**src/rtl/cdb_writeback_arbiter.sv**
```systemverilog
// -----------------------------------------------------------------------------
// cdb_writeback_arbiter
//
// Shares the single common data bus (CDB) between the execution units
// (0=ALU, 1=MEM, 2=MUL, 3=DIV, 4=FPU). Each unit pushes completed results into
// its own 2-entry FIFO. A round-robin arbiter picks one non-empty FIFO head per
// cycle and drives it onto a registered CDB. The CDB feeds the PRF write port,
// IQ wakeup, ROB done-marking and the bypass network.
//
// Ports
//   clk          core clock, all state updates on the rising edge
//   rst_n        asynchronous active-low reset
//   flush        synchronous clear of all queued results (mispredict/exception)
//   fu_valid     per-unit result present
//   fu_ready     per-unit FIFO has room (derived from registered count only)
//   fu_phys_rd   per-unit destination tag, slice i = [i*PREG_W +: PREG_W]
//   fu_result    per-unit result value, slice i = [i*DATA_W +: DATA_W]
//   fu_rob_idx   per-unit ROB index, slice i = [i*ROBI_W +: ROBI_W]
//   cdb_valid    CDB carries a result this cycle
//   cdb_fu       index of the unit whose result is on the CDB
//   cdb_phys_rd  broadcast tag
//   cdb_result   broadcast value
//   cdb_rob_idx  ROB entry to mark done
//   pending      at least one FIFO is non-empty
//
// Handshake: a push happens on a rising edge where fu_valid[i] && fu_ready[i].
// fu_valid while fu_ready is low is ignored and the unit must keep presenting
// the same result. The CDB itself has no backpressure: every broadcast is
// consumed in the cycle it is shown.
// -----------------------------------------------------------------------------
module cdb_writeback_arbiter #(
   parameter int NUM_FU = 5,
   parameter int DATA_W = 32,
   parameter int PREG_W = 6,
   parameter int ROBI_W = 4
) (
   input  logic                     clk,
   input  logic                     rst_n,
   input  logic                     flush,
   input  logic [NUM_FU-1:0]        fu_valid,
   output logic [NUM_FU-1:0]        fu_ready,
   input  logic [NUM_FU*PREG_W-1:0] fu_phys_rd,
   input  logic [NUM_FU*DATA_W-1:0] fu_result,
   input  logic [NUM_FU*ROBI_W-1:0] fu_rob_idx,
   output logic                     cdb_valid,
   output logic [2:0]               cdb_fu,
   output logic [PREG_W-1:0]        cdb_phys_rd,
   output logic [DATA_W-1:0]        cdb_result,
   output logic [ROBI_W-1:0]        cdb_rob_idx,
   output logic                     pending
);

   localparam int ENT_W = PREG_W + DATA_W + ROBI_W;

   // Per-unit FIFO state: two slots, one-bit read/write pointers, 0..2 count.
   logic [ENT_W-1:0]  mem    [NUM_FU][2];
   logic [NUM_FU-1:0] wr_ptr;
   logic [NUM_FU-1:0] rd_ptr;
   logic [1:0]        count  [NUM_FU];
   logic [2:0]        rr_ptr;

   logic [ENT_W-1:0]  ent_in [NUM_FU];
   logic [NUM_FU-1:0] req;
   logic [NUM_FU-1:0] push;
   logic [NUM_FU-1:0] pop;

   logic              grant;
   logic [2:0]        win;
   logic [3:0]        scan_sum;
   logic [2:0]        scan_idx;
   logic [ENT_W-1:0]  head;

   // Ready, request and push qualification all come from registered counts,
   // so a slot freed by this cycle's pop only shows up next cycle.
   always_comb begin
      for (int i = 0; i < NUM_FU; i++) begin
         fu_ready[i] = (count[i] != 2'd2);
         req[i]      = (count[i] != 2'd0);
         push[i]     = fu_valid[i] && (count[i] != 2'd2);
         ent_in[i]   = {fu_phys_rd[i*PREG_W +: PREG_W],
                        fu_result[i*DATA_W +: DATA_W],
                        fu_rob_idx[i*ROBI_W +: ROBI_W]};
      end
   end

   assign pending = |req;

   // Round-robin scan starting at rr_ptr, wrapping NUM_FU-1 -> 0; the first
   // non-empty FIFO met wins.
   always_comb begin
      grant    = 1'b0;
      win      = 3'd0;
      scan_sum = 4'd0;
      scan_idx = 3'd0;
      for (int k = 0; k < NUM_FU; k++) begin
         scan_sum = {1'b0, rr_ptr} + 4'(k);
         if (scan_sum >= 4'(NUM_FU)) begin
            scan_sum = scan_sum - 4'(NUM_FU);
         end
         scan_idx = scan_sum[2:0];
         if (!grant && req[scan_idx]) begin
            grant = 1'b1;
            win   = scan_idx;
         end
      end
   end

   always_comb begin
      for (int i = 0; i < NUM_FU; i++) begin
         pop[i] = grant && (win == 3'(i));
      end
   end

   assign head = mem[win][rd_ptr[win]];

   // Payload storage carries no reset; validity is tracked by count alone.
   always_ff @(posedge clk) begin
      for (int i = 0; i < NUM_FU; i++) begin
         if (!flush && push[i]) begin
            mem[i][wr_ptr[i]] <= ent_in[i];
         end
      end
   end

   always_ff @(posedge clk or negedge rst_n) begin
      if (!rst_n) begin
         wr_ptr      <= '0;
         rd_ptr      <= '0;
         rr_ptr      <= 3'd0;
         cdb_valid   <= 1'b0;
         cdb_fu      <= 3'd0;
         cdb_phys_rd <= '0;
         cdb_result  <= '0;
         cdb_rob_idx <= '0;
         for (int i = 0; i < NUM_FU; i++) begin
            count[i] <= 2'd0;
         end
      end else if (flush) begin
         // Flush drops queued results and this cycle's pushes; rr_ptr is kept
         // so fairness history survives the flush.
         wr_ptr      <= '0;
         rd_ptr      <= '0;
         cdb_valid   <= 1'b0;
         cdb_fu      <= 3'd0;
         cdb_phys_rd <= '0;
         cdb_result  <= '0;
         cdb_rob_idx <= '0;
         for (int i = 0; i < NUM_FU; i++) begin
            count[i] <= 2'd0;
         end
      end else begin
         for (int i = 0; i < NUM_FU; i++) begin
            if (push[i]) begin
               wr_ptr[i] <= ~wr_ptr[i];
            end
            if (pop[i]) begin
               rd_ptr[i] <= ~rd_ptr[i];
            end
            case ({push[i], pop[i]})
               2'b10:   count[i] <= count[i] + 2'd1;
               2'b01:   count[i] <= count[i] - 2'd1;
               default: count[i] <= count[i];
            endcase
         end
         cdb_valid <= grant;
         if (grant) begin
            cdb_fu      <= win;
            cdb_phys_rd <= head[ENT_W-1 -: PREG_W];
            cdb_result  <= head[ROBI_W +: DATA_W];
            cdb_rob_idx <= head[ROBI_W-1:0];
            rr_ptr      <= (win == 3'(NUM_FU-1)) ? 3'd0 : win + 3'd1;
         end else begin
            cdb_fu      <= 3'd0;
            cdb_phys_rd <= '0;
            cdb_result  <= '0;
            cdb_rob_idx <= '0;
         end
      end
   end

endmodule

```
**config.mk**
```make
export PLATFORM = sky130hd
export DESIGN_NAME = cdb_writeback_arbiter
export DESIGN_NICKNAME = d
export VERILOG_FILES = /design/src/rtl/cdb_writeback_arbiter.sv
export SDC_FILE = /design/constraint.sdc
export NUM_CORES = 1
export LEC_CHECK = 0
export BUFFER_PORTS_ARGS = -buffer_cell sky130_fd_sc_hd__buf_2
export CAP_MARGIN = 25
export CORE_UTILIZATION = 40
export DETAILED_ROUTE_END_ITERATION = 10
export GPL_ROUTABILITY_DRIVEN = 0
export GPL_TIMING_DRIVEN = 0
export MAX_ROUTING_LAYER = met4
export PLACE_DENSITY = 0.69
export SLEW_MARGIN = 20
export SYNTH_ARGS = -nofsm -noshare
export SYNTH_HDL_FRONTEND = slang
export SYNTH_SLANG_ARGS = --single-unit
export TNS_END_PERCENT = 30
```
**constraint.sdc**
```tcl
create_clock -name clk -period 5.6 [get_ports clk]
set_input_delay 0.56 -clock clk [delete_from_list [all_inputs] [get_ports clk]]
set_output_delay 0.56 -clock clk [all_outputs]
set_load 0.05 [all_outputs]
```
==> impl_summary.md <==
GRT
The total overflow left after global routing is 0. The via count of the first global-routing pass was 12,060. In the global route stage, overall resource usage came out at 0.2141. The initial antenna violation count is 18. The largest net degree at the start of global routing is 37. The first global-routing pass estimated 75.31 mm of wire.

STA
The maximum achievable frequency is 0.1850 GHz. The final hold violation count came to 0. The max-slew violation total from the final report was 0. Setup repair after global routing could not meet its margin everywhere. Subtracting the final worst setup slack from the clock period gives 5405 ps. Of the available clock period, the critical path in the final layout requires 0.9651. The clock skew after layout is 20.34 ps. The worst-margin pin slew is 990.0 ps. The summed negative setup slack over all endpoints is 0 ps. Across all setup checks in the final design, the least slack found is 195.4 ps.

Setup violations remaining at the end of the flow were counted as 0. The relative slew slack is 0.3400.

Placement
The number of placed instances, taps included, is 2,019. After legalization and detailed placement, the total HPWL measured 38.07 mm. The placement-stage worst setup slack is -624.8 ps. During placement, the flow inserted port buffers numbering 269.

Yosys
Yosys printed 0 warnings. In this run the cell area of the synthesized design comes to 0.01946 mm^2. Counting flops with a built-in enable in the synthesized netlist gives 420. The fraction of synthesis flops using an asynchronous set or reset pin is 0.1411. Counting flops and latches in the post-synthesis netlist gives 489. In this run the mean area of a mapped cell was 18.16 um^2.

The most used flip-flop cell after synthesis is sky130_fd_sc_hd__edfxtp_1. Synthesis produced 1,072 cells. The count of unique library cells instantiated by Yosys is 71. Counting every net in the synthesized netlist gives 1,299. The share of the yosys chip area belonging to registers is 0.7367.

Drt
The detailed router placed 11,580 vias in this run. The overall routed net length is 51.44 mm. The number of nets with antenna violations after detailed routing is 0. After detailed routing, the number of vias per cell comes to 5.430. For this block, the initial DRC count from the detailed router was 1,175. The number of iterations in the first detailed-routing pass is 7. The average detailed-routed wire length per instance is 24.12 um. The number of DRC violations after detailed routing is 0.

Cells and area
Leaving out fill and tap cells, the most frequent cells in the layout are sky130_fd_sc_hd__edfxtp_1, sky130_fd_sc_hd__buf_2, sky130_fd_sc_hd__mux2i_1. The final cell count without fillers is 2,133. Summing all flip-flop and latch instances after layout gives 0.01434 mm^2. The filler cell count in the final layout is 3,959. The multi-input logic area is 0.004901 mm^2. Leaving out fill and tap cells, the most frequent cell in the layout is sky130_fd_sc_hd__edfxtp_1. Of the cells placed in the final design, the portion with a size suffix greater than 1 is 0.3449. After the last flow step, the layout net total stands at 1,686. The area growth from synthesis to layout is 23.47%.

Clock network
In this run the deepest clock path goes through 3 buffers. The CTS buffer count is 50. The register clock-pin slew on the reported worst setup and hold paths is 60 ps. The number of sinks on the clock net is 489.

The clock root buffer master is sky130_fd_sc_hd__clkbuf_16. The latest clock arrival within the worst-skew pair is 580 ps. The TritonCTS clock tree is yes. The number of H-tree branching levels is 2.

Floorplanning
The die extent in y is 222.6 um. The number of placement rows is 80. In this run the horizontal extent of the chip is 222.6 um. The die covers 0.04954 mm^2. The count of pins on the block boundary is 270.

The starting utilization of the core area is 0.4068. The core outline area is 0.04785 mm^2.

Setup path
The kind of start point of the critical path is a flip-flop. The kind of critical path is reg -> reg. The reg-to-reg setup timing slack is 200 ps. At the worst endpoint, the arrival time is 5850 ps.

Of all nets on the critical path, the largest fanout is 10. The category of the worst setup path capture point is a flip-flop. The critical path data required time is 6050 ps.

Min path
The class of the most critical hold timing path is in -> reg.

Outcome
The flow ran to the end, and the final reports show no timing, DRC or antenna violations.

Job
Max-cap violations in this run came to 0.
-- final cells by class --
class / instances / area share
diodes: 19 / 0.001979
plain buffers: 66 / 0.01369
clock buffers: 64 / 0.05722
clock inverters: 28 / 0.01203
inverters: 12 / 0.001979
multi-input cells: 505 / 0.2040
flip-flops and latches: 489 / 0.5968
well taps: 615 / 0.03202
repair buffers: 335 / 0.08034
-- layer usage --
metal	vias to the layer above	GRT usage	routed length, um
met1	5911	0.2703	21280
met4	0	0.05806	923
met3	75	0.05078	3736
li1	5180	-	-
met2	416	0.3461	25500
met5	-	-	0
-- worst paths after layout --
| kind | start | endpoint | cells after the start |
|---|---|---|---|
| max in group asynchronous | rst_n | rr_ptr[1]$_DFFE_PN0P_ | 3 |
| max reg2reg | rr_ptr[1]$_DFFE_PN0P_ | cdb_result[28]$_DFF_PN0_ | 19 |
| min | fu_result[18] | mem[0][22]$_DFFE_PP_ | 1 |
| min in group asynchronous | rst_n | cdb_result[0]$_DFF_PN0_ | 2 |
| max | rr_ptr[1]$_DFFE_PN0P_ | cdb_result[28]$_DFF_PN0_ | 19 |
| min reg2reg | rd_ptr[2]$_DFFE_PN0P_ | rd_ptr[2]$_DFFE_PN0P_ | 2 |
-- kinds of logic (layout without fill, tap and decap cells) --
logic type	Yosys count	in the layout	share of synthesized area
DFF	489	489	0.7367
muxes	174	174	0.1198
AOI/OAI and AO/OA	160	160	0.07175
and+or+nand+nor	139	139	0.03825
buffers and inverters	78	505	0.01691
xor gates and xnor gates	23	23	0.01035
adders and majority gates	9	9	0.006172
other	0	19	0
-- registers in the layout, indices dropped and copies added (netlist names) --
| register | cells |
|---|---|
| mem | 420 |
| cdb_result | 32 |
| count | 10 |
| cdb_phys_rd | 6 |
| rd_ptr | 5 |
| wr_ptr | 5 |
| cdb_rob_idx | 4 |
| cdb_fu | 3 |
| rr_ptr | 3 |
| cdb_valid | 1 |
-- worst max-delay path: stages (launching register included) --
cell and delay, ps:
sky130_fd_sc_hd__dfrtp_2 450, sky130_fd_sc_hd__clkbuf_4 240, sky130_fd_sc_hd__inv_1 120, sky130_fd_sc_hd__ha_1 300, sky130_fd_sc_hd__clkbuf_2 200, sky130_fd_sc_hd__nor3_2 250
sky130_fd_sc_hd__a21oi_1 100, sky130_fd_sc_hd__mux4_2 540, sky130_fd_sc_hd__a21o_1 230, sky130_fd_sc_hd__o31ai_2 340, sky130_fd_sc_hd__nor3b_2 110, sky130_fd_sc_hd__or3_1 360
sky130_fd_sc_hd__buf_2 210, sky130_fd_sc_hd__o211a_1 230, sky130_fd_sc_hd__buf_2 210, sky130_fd_sc_hd__a311o_1 360, sky130_fd_sc_hd__buf_4 220, sky130_fd_sc_hd__buf_4 230
sky130_fd_sc_hd__mux4_2 320, sky130_fd_sc_hd__o221a_1 250
-- stage by stage --
| stage | hold WS [ps] | utilization | instance area [um^2] |
|---|---|---|---|
| after detailed placement | 535.5 | 0.4639 | 22200 |
| after CTS | 135.8 | 0.5001 | 23930 |
| final | 169.0 | 0.5022 | 24030 |
| after global placement | 526.4 | 0.4510 | 21580 |
| after floorplan | 264.4 | - | 19460 |
| after global routing | 142.3 | 0.5022 | 24030 |
-- synthesized netlist by cell type (3+ instances only) --
master | count | area, um^2
sky130_fd_sc_hd__inv_1 | 10 | 37.54
sky130_fd_sc_hd__a221oi_1 | 43 | 376.6
sky130_fd_sc_hd__nand2_1 | 17 | 63.81
sky130_fd_sc_hd__edfxtp_1 | 420 | 12610
sky130_fd_sc_hd__xnor2_1 | 11 | 96.34
sky130_fd_sc_hd__clkbuf_1 | 41 | 153.9
sky130_fd_sc_hd__mux2_1 | 38 | 427.9
sky130_fd_sc_hd__xor2_1 | 12 | 105.1
sky130_fd_sc_hd__ha_1 | 8 | 100.1
sky130_fd_sc_hd__nor3_1 | 26 | 130.1
sky130_fd_sc_hd__buf_2 | 14 | 70.07
sky130_fd_sc_hd__nand3_1 | 7 | 35.03
sky130_fd_sc_hd__a2111oi_0 | 3 | 26.28
sky130_fd_sc_hd__or3_1 | 3 | 18.77
sky130_fd_sc_hd__mux2i_1 | 89 | 890.9
sky130_fd_sc_hd__mux4_2 | 43 | 968.4
sky130_fd_sc_hd__dfrtp_1 | 69 | 1727
sky130_fd_sc_hd__and3_1 | 6 | 37.54
sky130_fd_sc_hd__a21oi_1 | 13 | 65.06
sky130_fd_sc_hd__a31oi_1 | 4 | 25.02
sky130_fd_sc_hd__o21ai_1 | 3 | 15.01
sky130_fd_sc_hd__mux2_2 | 4 | 45.04
sky130_fd_sc_hd__a211oi_1 | 8 | 60.06
sky130_fd_sc_hd__o221a_1 | 42 | 473.0
sky130_fd_sc_hd__buf_1 | 8 | 30.03
sky130_fd_sc_hd__nor3b_1 | 11 | 82.58
sky130_fd_sc_hd__nor2_1 | 35 | 131.4
sky130_fd_sc_hd__a21o_1 | 3 | 22.52
sky130_fd_sc_hd__and2_1 | 3 | 18.77
sky130_fd_sc_hd__nand2b_1 | 11 | 68.82
sky130_fd_sc_hd__o21ai_0 | 13 | 65.06
sky130_fd_sc_hd__o22a_1 | 3 | 26.28
sky130_fd_sc_hd__nor4_1 | 3 | 18.77
-- timing repair --
item,4_1_cts,5_1_grt
endpoints found under the setup margin,44,44
hold buffers,1,0
setup buffers,0,2
gates resized for setup,23,14
pin swaps,0,2
hold endpoints to repair,20,0
Power is left out: the tool's default activity adds up to more than one toggle a clock period on the data nets, which glitch-free logic cannot reach.
